$ cat src/rtl/cnt2421_seg_drv_pkg.sv
// cnt2421_pkg: 2421 code constants, seven-segment patterns and digit-select
// encoding shared by the 2421 segment driver and its encoder.
package cnt2421_pkg;

  localparam logic [3:0] CODE_0 = 4'b0000;
  localparam logic [3:0] CODE_1 = 4'b0001;
  localparam logic [3:0] CODE_2 = 4'b0010;
  localparam logic [3:0] CODE_3 = 4'b0011;
  localparam logic [3:0] CODE_4 = 4'b0100;
  localparam logic [3:0] CODE_5 = 4'b1011;
  localparam logic [3:0] CODE_6 = 4'b1100;
  localparam logic [3:0] CODE_7 = 4'b1101;
  localparam logic [3:0] CODE_8 = 4'b1110;
  localparam logic [3:0] CODE_9 = 4'b1111;

  // Active-low patterns, bit order {g,f,e,d,c,b,a}
  localparam logic [6:0] SEG_0 = 7'b1000000;
  localparam logic [6:0] SEG_1 = 7'b1111001;
  localparam logic [6:0] SEG_2 = 7'b0100100;
  localparam logic [6:0] SEG_3 = 7'b0110000;
  localparam logic [6:0] SEG_4 = 7'b0011001;
  localparam logic [6:0] SEG_5 = 7'b0010010;
  localparam logic [6:0] SEG_6 = 7'b0000010;
  localparam logic [6:0] SEG_7 = 7'b1111000;
  localparam logic [6:0] SEG_8 = 7'b0000000;
  localparam logic [6:0] SEG_9 = 7'b0010000;
  localparam logic [6:0] SEG_E = 7'b0000110;

  typedef enum logic {
    SEL_UNITS = 1'b0,
    SEL_TENS  = 1'b1
  } digit_sel_e;

  // Plain weighted sum 2-4-2-1; agrees with the legal table on legal codes.
  function automatic logic [3:0] weighted_2421(input logic [3:0] c);
    return {2'b00, c[3], 1'b0} + {1'b0, c[2], 2'b00} +
           {2'b00, c[1], 1'b0} + {3'b000, c[0]};
  endfunction

  // Returns {legal, value}; value is 0 for illegal codes.
  function automatic logic [4:0] decode_2421(input logic [3:0] c);
    case (c)
      CODE_0:  return {1'b1, 4'd0};
      CODE_1:  return {1'b1, 4'd1};
      CODE_2:  return {1'b1, 4'd2};
      CODE_3:  return {1'b1, 4'd3};
      CODE_4:  return {1'b1, 4'd4};
      CODE_5:  return {1'b1, 4'd5};
      CODE_6:  return {1'b1, 4'd6};
      CODE_7:  return {1'b1, 4'd7};
      CODE_8:  return {1'b1, 4'd8};
      CODE_9:  return {1'b1, 4'd9};
      default: return {1'b0, 4'd0};
    endcase
  endfunction

endpackage

$ cat src/rtl/cnt2421_seg_drv_if.sv
// Signal bundle between the 2421 counter side and the segment driver.
// The master drives the 2421 digit; the slave (the driver) returns the
// decoded digits, flags and display lines.
interface cnt2421_seg_drv_if;
  logic [3:0] in_code;
  logic [3:0] units;
  logic [3:0] tens;
  logic       carry_out;
  logic       code_err;
  logic [6:0] seg;
  logic [1:0] an;

  modport master (
    output in_code,
    input  units, tens, carry_out, code_err, seg, an
  );

  modport slave (
    input  in_code,
    output units, tens, carry_out, code_err, seg, an
  );
endinterface

$ cat src/rtl/cnt2421_seg_drv_seg7_enc.sv
// seg7_enc: digit (0..9) plus error flag to active-low {g..a} pattern.
// Error flag wins and shows E; out-of-range digits also show E.
module seg7_enc
  import cnt2421_pkg::*;
(
  input  logic [3:0] digit,
  input  logic       err,
  output logic [6:0] seg
);

  // Pattern lookup
  always_comb begin
    seg = SEG_E;
    if (!err) begin
      case (digit)
        4'd0:    seg = SEG_0;
        4'd1:    seg = SEG_1;
        4'd2:    seg = SEG_2;
        4'd3:    seg = SEG_3;
        4'd4:    seg = SEG_4;
        4'd5:    seg = SEG_5;
        4'd6:    seg = SEG_6;
        4'd7:    seg = SEG_7;
        4'd8:    seg = SEG_8;
        4'd9:    seg = SEG_9;
        default: seg = SEG_E;
      endcase
    end
  end

endmodule

$ cat src/rtl/cnt2421_seg_drv.sv
// cnt2421_seg_drv: samples a 2421 digit, decodes it to units, counts
// 9->0 wraps into tens, and scans both digits onto an active-low 7-seg.
// Optional macro CNT2421_CODE_CHECK_EN: flag illegal codes (sticky code_err),
// hold the digits on them and show E on the units digit. Without it every
// code decodes by plain weighted sum and code_err is tied low.
module cnt2421_seg_drv
  import cnt2421_pkg::*;
#(
  parameter int unsigned SCAN_DIV = 50000
) (
  input  logic                clk,
  input  logic                rst,
  cnt2421_seg_drv_if.slave    bus
);

  localparam logic [15:0] SCAN_TC = 16'(SCAN_DIV - 1);

  logic [3:0]  in_reg;
  logic [3:0]  units;
  logic [3:0]  tens;
  logic        carry_out;
  logic        code_err;
  logic [3:0]  dec_val;
  logic        dec_ok;
  logic        wrap;
  logic [15:0] scan_cnt;
  digit_sel_e  sel;
  logic [3:0]  disp_digit;
  logic        disp_err;
  logic [6:0]  seg_nxt;
  logic [6:0]  seg_q;
  logic [1:0]  an_q;

`ifdef CNT2421_CODE_CHECK_EN
  logic [4:0] dec_word;
  assign dec_word = decode_2421(in_reg);
  assign dec_ok   = dec_word[4];
  assign dec_val  = dec_word[3:0];
`else
  assign dec_ok   = 1'b1;
  assign dec_val  = weighted_2421(in_reg);
`endif

  // Only a 9 -> 0 step counts as a wrap; any other arrival at 0 is ignored.
  assign wrap = dec_ok && (units == 4'd9) && (dec_val == 4'd0);

  // Stage 1: capture the upstream digit every cycle
  always_ff @(posedge clk or posedge rst) begin
    if (rst) in_reg <= 4'd0;
    else     in_reg <= bus.in_code;
  end

  // Stage 2: units follow the decoded digit, tens count wraps, carry pulses at 99->00
  always_ff @(posedge clk or posedge rst) begin
    if (rst) begin
      units     <= 4'd0;
      tens      <= 4'd0;
      carry_out <= 1'b0;
    end else begin
      carry_out <= 1'b0;
      if (dec_ok) units <= dec_val;
      if (wrap) begin
        tens      <= (tens == 4'd9) ? 4'd0 : tens + 4'd1;
        carry_out <= (tens == 4'd9);
      end
    end
  end

`ifdef CNT2421_CODE_CHECK_EN
  // Sticky illegal-code flag, cleared only by reset
  always_ff @(posedge clk or posedge rst) begin
    if (rst)          code_err <= 1'b0;
    else if (!dec_ok) code_err <= 1'b1;
  end
`else
  assign code_err = 1'b0;
`endif

  // Scan timer: SCAN_DIV cycles per digit, toggle select at terminal count
  always_ff @(posedge clk or posedge rst) begin
    if (rst) begin
      scan_cnt <= 16'd0;
      sel      <= SEL_UNITS;
    end else if (scan_cnt == SCAN_TC) begin
      scan_cnt <= 16'd0;
      sel      <= (sel == SEL_UNITS) ? SEL_TENS : SEL_UNITS;
    end else begin
      scan_cnt <= scan_cnt + 16'd1;
    end
  end

  // Pick the digit to show; E override applies to the units digit only
  always_comb begin
    disp_digit = units;
    disp_err   = code_err;
    if (sel == SEL_TENS) begin
      disp_digit = tens;
      disp_err   = 1'b0;
    end
  end

  seg7_enc u_enc (
    .digit (disp_digit),
    .err   (disp_err),
    .seg   (seg_nxt)
  );

  // Register seg and an together so both change on the same edge
  always_ff @(posedge clk or posedge rst) begin
    if (rst) begin
      seg_q <= SEG_0;
      an_q  <= 2'b10;
    end else begin
      seg_q <= seg_nxt;
      an_q  <= (sel == SEL_UNITS) ? 2'b10 : 2'b01;
    end
  end

  assign bus.units     = units;
  assign bus.tens      = tens;
  assign bus.carry_out = carry_out;
  assign bus.code_err  = code_err;
  assign bus.seg       = seg_q;
  assign bus.an        = an_q;

endmodule

$ cat src/flat_wrapper.sv
// flat-port wrapper written by rule: the top's interface ports become plain ports
module cnt2421_seg_drv_flat import cnt2421_pkg::*;
#(
  parameter int unsigned SCAN_DIV = 50000
)
  (clk, rst, bus_in_code, bus_units, bus_tens, bus_carry_out, bus_code_err, bus_seg, bus_an);
  cnt2421_seg_drv_if bus_i ();
  input  logic clk;
  input  logic rst;
  input wire logic [$bits(bus_i.in_code)-1:0] bus_in_code;
  output wire logic [$bits(bus_i.units)-1:0] bus_units;
  output wire logic [$bits(bus_i.tens)-1:0] bus_tens;
  output wire logic [$bits(bus_i.carry_out)-1:0] bus_carry_out;
  output wire logic [$bits(bus_i.code_err)-1:0] bus_code_err;
  output wire logic [$bits(bus_i.seg)-1:0] bus_seg;
  output wire logic [$bits(bus_i.an)-1:0] bus_an;
  assign bus_i.in_code = bus_in_code;
  assign bus_units = bus_i.units;
  assign bus_tens = bus_i.tens;
  assign bus_carry_out = bus_i.carry_out;
  assign bus_code_err = bus_i.code_err;
  assign bus_seg = bus_i.seg;
  assign bus_an = bus_i.an;
  cnt2421_seg_drv #(.SCAN_DIV(SCAN_DIV)) u_core (.clk(clk), .rst(rst), .bus(bus_i));
endmodule
$ cat config.mk
export PLATFORM = sky130hd
export DESIGN_NAME = cnt2421_seg_drv_flat
export DESIGN_NICKNAME = d
export VERILOG_FILES = /design/src/rtl/cnt2421_seg_drv_pkg.sv /design/src/rtl/cnt2421_seg_drv_if.sv /design/src/rtl/cnt2421_seg_drv_seg7_enc.sv /design/src/rtl/cnt2421_seg_drv.sv /design/src/flat_wrapper.sv
export SDC_FILE = /design/constraint.sdc
export NUM_CORES = 1
export LEC_CHECK = 0
export CORE_UTILIZATION = 53
export DETAILED_ROUTE_END_ITERATION = 12
export PLACE_DENSITY = 0.78
export RECOVER_POWER = 100
export SYNTH_ARGS = -nofsm -noshare
export SYNTH_HDL_FRONTEND = slang
export SYNTH_SLANG_ARGS = --single-unit
$ cat constraint.sdc
create_clock -name clk -period 2.1 [get_ports clk]
set_input_delay 0.315 -clock clk [delete_from_list [all_inputs] [get_ports clk]]
set_output_delay 0.315 -clock clk [all_outputs]
set_load 0.05 [all_outputs]
==> impl_metrics.toml, run 1 <==
[global_routing]
grt_usage_pct = 19.16
grt_pass1_vias = 1104
grt_remaining_overflow = 0
grt_max_degree = 40
grt_pass1_wl_um = 4885
antenna_found_initial = 0

[pwr]
p_leak_nw = 0.9944
ir_drop_mv = 0.5945
p_per_area_nw_per_um2 = 726.9

[routing]
drc = 0
postRouteAntennaNets = 0
routed_wl_um = 2732
viasPerCell = 5.108
dr.pass1.iters = 4
route.vias.total = 1139
wl_per_cell_um = 12.25
first_iter_violations = 24

[critical_path]
crit_required_ps = 1780
cp_top_family = "buffers and inverters"
cp_slowest_stage_delay_ps = 850
crit_path_start_kind = "flip-flop"
crit_path_top_delay_cell = "clkdlybuf4s50_1"
crit_chain = "clkdlybuf4s50_1"
crit_type = "flip-flop to output pin"
cp-end-kind = "output pin"
arrival_ps = 1690
path_buf_inv = 1
path_max_fanout = 8

[clocking]
cts_sinks = 39
clk_latency_ps = 340
tritoncts = "yes"
root_buffer = "clkbuf_4"
cts_inserted_buffers = 5
clk_pin_slew_ps = 110
cts_resized = 0
post_cts_buffers = 0
hold_buffers = 0
cts_max_path_buffers = 2
cts-htree-levels = 2

[timing]
final_max_slew_viol_count = 0
rsz0062_at_grt = "false"
fin_crit_sh_pct = 95.30
period_needed_ps = 2001
skew_ps = 6.574
relSlewSlack_pct = 40.57
setup_tns_ps = 0
hold_viol = 0
finalSetupViolations = 0
fmax_ghz = 0.4997
tightest_slew_ps = 891.4

[final_layout]
drive_gt1_share_pct = 8.939
stdcell_count = 223
syn2layout_area_growth_pct = 19.70
largest_register_ffs = 16
n_antenna_cell = 0
layout_common_cells = "dfrtp_1 (37), dlygate4sd3_1 (19), nor2_1 (14), inv_1 (10), ha_1 (9)"
layout_commonest_cell = "dfrtp_1"
fin_area_um2 = 2091
regMostFlops = "u_core.scan_cnt"
fin_nets = 193

[logic_synthesis]
synth.distinct_cells = 34
syn_inst = 149
synthArstFlopShare_pct = 100.0
syn_nets = 164
synth_edf_count = 0
ys_ff_latch = 39
ys_warn_count = 0
synth_ff_type = "dfrtp_1"
syn_area_per_cell_um2 = 11.72
synth_area_um2 = 1747
yosysSeqAreaShare_pct = 56.02

[floorplanning]
ios = 25
start_util_pct = 56.75
fp.dieH_um = 59.41
die_x_um = 59.41
dieArea_um2 = 3529
coreArea_um2 = 3078
rows = 20

[placed_design]
gp_congestion = 0.8024
post-dp-hpwl_um = 1986
dp.cells = 215
dpl_cell_area_um2 = 2023
portBuffers = 23

[min_path]
hold_path.class = "flip-flop to flip-flop"

[run_status]
status = "complete, no violations"

[flow_run]
maxCapViolations = 0
[synth_stat cells, types with 3 or more instances]
cell | n | area, um2
dfrtp_1 | 37 | 925.9
ha_1 | 9 | 112.6
inv_1 | 10 | 37.54
mux2i_1 | 3 | 30.03
nand2_1 | 8 | 30.03
nand3_1 | 8 | 40.04
nand4_1 | 3 | 18.77
nor2_1 | 14 | 52.55
nor2b_1 | 4 | 25.02
o21ai_0 | 5 | 25.02
xnor2_1 | 8 | 70.07
xor2_1 | 8 | 70.07
[final timing paths]
kind                                          from                   to  slack (ps)  cells past startpoint
worst max-delay path            u_core.bus.tens[1]          bus_tens[1]         100                      1
worst min-delay path              u_core.in_reg[0]  u_core.bus.units[0]         410                      0
worst max register to register    u_core.in_reg[1]   u_core.bus.tens[3]         300                      5
worst min register to register    u_core.in_reg[0]  u_core.bus.units[0]         410                      0
max in group asynchronous                      rst    u_core.bus.seg[5]         880                      3
min in group asynchronous                      rst   u_core.scan_cnt[8]         660                      3
[metal layers]
metal / track usage (%) / part of all wire [%] / up-vias
met1: 25.22 / 47 / 547
met3: 7.424 / 4.8 / 4
li1: - / - / 562
met4: 7.143 / 1.1 / 0
met2: 28.73 / 47 / 26
met5: 0 / 0 / -
[area by class of cell]
| class | count | area [um2] |
|---|---|---|
| Sequential cell | 39 | 978.4 |
| Clock inverter | 2 | 35.03 |
| Tap cell | 44 | 55.05 |
| Fill cell | 236 | 987.2 |
| Timing Repair Buffer | 25 | 239.0 |
| Multi-Input combinational cell | 97 | 694.4 |
| Inverter | 10 | 37.54 |
| Clock buffer | 6 | 51.30 |
[stage by stage]
step	setup slack [ps]	power (mW)	hold WS [ps]	utilization, %
finish	98.77	1.520	414.4	67.93
global route	14.54	1.591	421.7	67.93
CTS	75.47	1.548	365.9	68.54
detailed placement	310.6	1.033	389.8	65.73
global placement	427.9	1.032	390.9	65.73
floorplan	407.3	0.9591	346.4	-
[logic make-up (layout without fill, tap and decap cells)]
kind of cell / after synthesis / in the layout / synth area share [%]
AOI/OAI and AO/OA: 13 / 13 / 4.943
buffers and inverters: 13 / 43 / 3.510
other: 1 / 1 / 0.2147
and+or+nand+nor: 53 / 53 / 17.84
adders and majority gates: 9 / 9 / 6.447
muxes: 5 / 5 / 3.009
DFF: 39 / 39 / 56.02
xor gates and xnor gates: 16 / 16 / 8.023
[power by group]
group	internal [mW]	switching [mW]	leakage (nW)	total [mW]
logic	0.0622	0.148	0.449	0.210
clock network	0.281	0.235	0.0482	0.516
registers	0.781	0.0132	0.498	0.794
No activity file was read; power rests on OpenSTA's default activity.
==> inputs of run 2 (changes only) <==
Settings changed: CORE_UTILIZATION 53 to 30, PLACE_DENSITY 0.78 to not set.
Clock period 2.1 ns to 1.7 ns, I/O delays scaled along.
==> run 2 against run 1 <==
Against the previous run:
- sequential cell count unchanged
- sequential power rose by 24%
- critical endpoint is now u_core.bus.tens[2]
- combinational power increased by 15%
- count of clock-buffer cells in the layout did not move
- critical path depth rose by 5
- non-clock buffer count increased by 4
- cell area down 0.36%
- die area rose by 74%
- routed wire length grew 8.2%
==> impl_metrics.toml, run 2 (same netlist as run 1, synthesis figures left out) <==
[run_status]
status = "complete, no violations"

[global_routing]
grt_remaining_overflow = 0
grt_max_degree = 40
grt_pass1_vias = 1139
antenna_found_initial = 0
grt_pass1_wl_um = 5333
grt_usage_pct = 11.34

[floorplanning]
rows = 27
start_util_pct = 31.34
die_x_um = 78.31
ios = 25
coreArea_um2 = 5574
fp.dieH_um = 78.31
dieArea_um2 = 6132

[placed_design]
dpl_cell_area_um2 = 2056
post-dp-hpwl_um = 2138
portBuffers = 23
gp_congestion = 0.7456

[timing]
final_max_slew_viol_count = 0
hold_viol = 0
skew_ps = 5.993
setup_tns_ps = 0
relSlewSlack_pct = 38.35
finalSetupViolations = 0
hold_ws_ps = 439.8
period_needed_ps = 1584
fin_crit_sh_pct = 93.15
tightest_slew_ps = 924.8
rsz0062_at_grt = "false"
fmax_ghz = 0.6315

[pwr]
p_leak_nw = 0.9595
ir_drop_mv = 0.3067
p_per_area_nw_per_um2 = 890.2

[clocking]
cts_max_path_buffers = 2
cts_inserted_buffers = 5
root_buffer = "clkbuf_8"
post_cts_buffers = 0
cts_resized = 0
hold_buffers = 0
cts_sinks = 39
cts-htree-levels = 2
tritoncts = "yes"
clk_latency_ps = 290
clk_pin_slew_ps = 70

[final_layout]
largest_register_ffs = 16
regMostFlops = "u_core.scan_cnt"
layout_commonest_cell = "dfrtp_1"
n_antenna_cell = 0
fin_area_um2 = 2083
fin_nets = 197
drive_gt1_share_pct = 13.74
layout.area.seq_um2 = 978.4
syn2layout_area_growth_pct = 19.27
multi_input_comb_area_um2 = 735.7
layout_common_cells = "dfrtp_1 (37), clkbuf_1 (17), nor2_1 (14), inv_1 (10)"
fill_cells = 580

[critical_path]
crit_type = "flip-flop to flip-flop"
cp-end-kind = "flip-flop"
crit_required_ps = 1910
cp_slowest_stage_delay_ps = 400
cp_top_family = "simple AND/OR/NAND/NOR gates"
crit_path_top_delay_cell = "dfrtp_1"
crit_chain = "ha_4 > nor4b_4 > nand4_1 > clkbuf_2 > nor2_1 > xor2_1"
path_max_fanout = 5
path_buf_inv = 1
arrival_ps = 1800
crit_path_start_kind = "flip-flop"

[routing]
viasPerCell = 4.433
wl_per_cell_um = 11.64
dr.pass1.iters = 4
postRouteAntennaNets = 0
route.vias.total = 1126
routed_wl_um = 2956
first_iter_violations = 29
drc = 0

[min_path]
hold_path.class = "flip-flop to flip-flop"

[flow_run]
maxCapViolations = 0
## run 2: cell count changes in the layout (fill, tap and decap cells not counted), moves of 2 or more
cell	change
buf_4	+2
clkbuf_1	+16
clkbuf_2	+4
clkbuf_4	-5
clkbuf_8	+5
clkdlybuf4s50_1	-4
dlygate4sd3_1	-14
o31ai_1	-2
o31ai_2	+2
## run 2: metal layers
layer	GRT usage [%]	share of wire [%]
met2	17.19	46
met5	0	0
met4	6.111	2.0
met3	2.907	3.1
met1	14.77	49
## run 2: through the flow
stage                     power [mW]  util, %  instances  worst slack [ps]
after global placement         1.273    36.88        247             89.45
after CTS                      1.905    38.45        254             45.66
final                          1.855    37.37        254             116.5
after global routing           1.943    37.37        254             9.761
after detailed placement       1.275    36.88        247             63.66
after floorplan                1.185        -        149             7.315
## run 2: final cells by class
type | instances | area share (%)
Tap cell | 72 | 4.324
Multi-Input combinational cell | 97 | 35.32
Clock inverter | 1 | 0.2402
Clock buffer | 6 | 3.964
Timing Repair Buffer | 29 | 7.387
Inverter | 10 | 1.802
Sequential cell | 39 | 46.97
## run 2: final timing paths
kind	to	slack, ps	start	cells past startpoint
max reg2reg	u_core.bus.tens[2]	120	u_core.in_reg[1]	6
max in group asynchronous	u_core.sel	440	rst	3
min	u_core.bus.units[0]	440	u_core.in_reg[0]	0
min in group asynchronous	u_core.scan_cnt[8]	690	rst	3
min reg2reg	u_core.bus.units[0]	440	u_core.in_reg[0]	0
max	u_core.bus.tens[2]	120	u_core.in_reg[1]	6
## run 2: power breakdown
group          switching, mW  internal, mW  total, mW
Clock                  0.309         0.318      0.628
Combinational          0.186        0.0551      0.241
Sequential            0.0209         0.965      0.986
==> inputs of run 3 (changes only) <==
Settings changed: CTS_CLUSTER_DIAMETER set to 60.
Clock period 1.7 ns to 1.4 ns, I/O delays scaled along.
==> run 3 against run 2 <==
Against the previous run:
- the flow now finishes with violations (negative setup slack)
- core utilization is 12 points higher
- final cell count is 10% higher
- routed wire length increased by 17%
- global-route usage up 0.19 points
- register-to-register slack got worse by 350 ps
- clock power grew 53%
- critical path depth decreased by 1
- largest cell class unchanged
- highest routed layer unchanged
==> impl_metrics.toml, run 3 (same netlist as run 1, synthesis figures left out) <==
[global_routing]
antenna_found_initial = 0
grt_remaining_overflow = 0
grt_usage_pct = 11.53
grt_pass1_vias = 1204
grt_pass1_wl_um = 5375
grt_max_degree = 40

[final_layout]
layout_commonest_cell = "dfrtp_1"
drive_gt1_share_pct = 47.12
largest_register_ffs = 16
syn2layout_area_growth_pct = 58.60
regMostFlops = "u_core.scan_cnt"
stdcell_count = 280
layout_common_cells = "dfrtp_1 (33), buf_4 (25), buf_12 (18), nor2_1 (11)"
fin_nets = 222
n_antenna_cell = 0

[timing]
relSlewSlack_pct = 38.54
final_max_slew_viol_count = 0
finalSetupViolations = 14
tightest_slew_ps = 921.8
rsz0062_at_grt = "true"
fmax_ghz = 0.6105
hold_viol = 0
fin_crit_sh_pct = 117.0
setup_ws_ps = -238.0
period_needed_ps = 1638
skew_ps = 6.762

[floorplanning]
die_x_um = 78.31
dieArea_um2 = 6132
start_util_pct = 31.34
rows = 27
coreArea_um2 = 5574
fp.dieH_um = 78.31
ios = 25

[critical_path]
crit_type = "flip-flop to flip-flop"
arrival_ps = 1840
worstSetupStartpoint = "u_core.in_reg[1]"
path_max_fanout = 5
crit_path_start_kind = "flip-flop"
cp_slowest_stage_delay_ps = 370
cp-end-kind = "flip-flop"
crit_chain = "ha_1 > nor4b_2 > nand4_1 > buf_4 > o31ai_1"
r2r_start = "u_core.in_reg[1]"
crit_path_top_delay_cell = "dfrtp_1"
crit_required_ps = 1600

[clocking]
root_buffer = "clkbuf_8"
cts_inserted_buffers = 5
tritoncts = "yes"
cts-htree-levels = 2
cts_max_path_buffers = 2
cts_sinks = 39
clk_latency_ps = 290
clk_pin_slew_ps = 80

[min_path]
hold_path.class = "flip-flop to flip-flop"
worstHoldStart = "u_core.in_reg[0]"

[pwr]
combPwrFrac_pct = 19.2
seq_power_share_pct = 45.1
p_per_area_nw_per_um2 = 970.1
p_leak_nw = 1.277
ir_drop_mv = 0.4099
power_mw = 2.687
p_int_mw = 1.997
clockPowerShare_pct = 35.7
p_sw_uw = 690.2
p_sw_share_pct = 25.69

[placed_design]
portBuffers = 23
dp.cells = 265
gp_congestion = 0.7377
post-dp-hpwl_um = 2289

[routing]
postRouteAntennaNets = 0
dr.pass1.iters = 4
wl_per_cell_um = 12.33
drc = 0
route.vias.total = 1256
first_iter_violations = 46
viasPerCell = 4.486
routed_wl_um = 3451

[flow_run]
maxCapViolations = 0

[run_status]
violations = "negative setup slack"
status = "finished with violations"
run 3: timing repair:
item	4_1_cts	5_1_grt
resized for setup	18	30
setup buffers	4	3
pin swaps	1	14
hold buffers	0	0
endpoints found under the setup margin	15	21
endpoints found under the hold margin	0	0
run 3: area by class of cell:
type | count | area, um2
Fill cell | 466 | 2804
Sequential cell | 39 | 983.4
Multi-Input combinational cell | 97 | 884.6
Timing Repair Buffer | 54 | 651.9
Tap cell | 72 | 90.09
Clock buffer | 6 | 82.58
Inverter | 10 | 42.54
Clock inverter | 2 | 35.03
run 3: through the flow:
step	utilization, %	setup TNS [ps]	cell area, um2	setup slack (ps)	hold WS [ps]
3_3_place_gp	43.88	-817.0	2446	-151.7	395.8
6_report	49.70	-1377	2770	-238.0	407.2
2_1_floorplan	-	-441.8	1779	-166.4	241.4
4_1_cts	47.52	-629.0	2649	-173.5	278.5
5_1_grt	49.70	-4351	2770	-316.5	424.1
3_5_place_dp	43.88	-1038	2446	-189.3	394.9
run 3: critical path: cells and delay by family (launching register included):
family / cells / cell delay, ps
compound gates: 1 / 220
simple gates: 2 / 440
buf+inv: 1 / 200
flops: 1 / 370
fa+ha+maj: 1 / 320
run 3: routing by layer:
metal	routed length, um	part of all wire [%]	vias to the layer above	track usage, %
met5	0	0	-	0
met4	72	2.1	0	6.111
met3	92	2.7	4	3.140
met2	1725	50	19	18.42
met1	1560	45	618	14.16
li1	-	-	615	-
run 3: final timing paths:
kind                                        to  cells after the start  slack, ps
setup / recovery            u_core.bus.tens[3]                      5       -240
hold / removal             u_core.bus.units[0]                      0        410
setup reg to reg            u_core.bus.tens[3]                      5       -240
hold reg to reg            u_core.bus.units[0]                      0        410
max in group asynchronous   u_core.bus.tens[1]                      3        130
min in group asynchronous  u_core.scan_cnt[12]                      3        650
run 3: power by group through the flow:
| stage | logic, mW | clock network (mW) | registers [mW] |
|---|---|---|---|
| 2_1_floorplan | 0.0940 | 0 | 1.35 |
| 3_3_place_gp | 0.463 | 0 | 1.23 |
| 3_5_place_dp | 0.465 | 0 | 1.23 |
| 4_1_cts | 0.488 | 0.986 | 1.21 |
| 5_1_grt | 0.543 | 1.02 | 1.22 |
| 6_report | 0.515 | 0.960 | 1.21 |
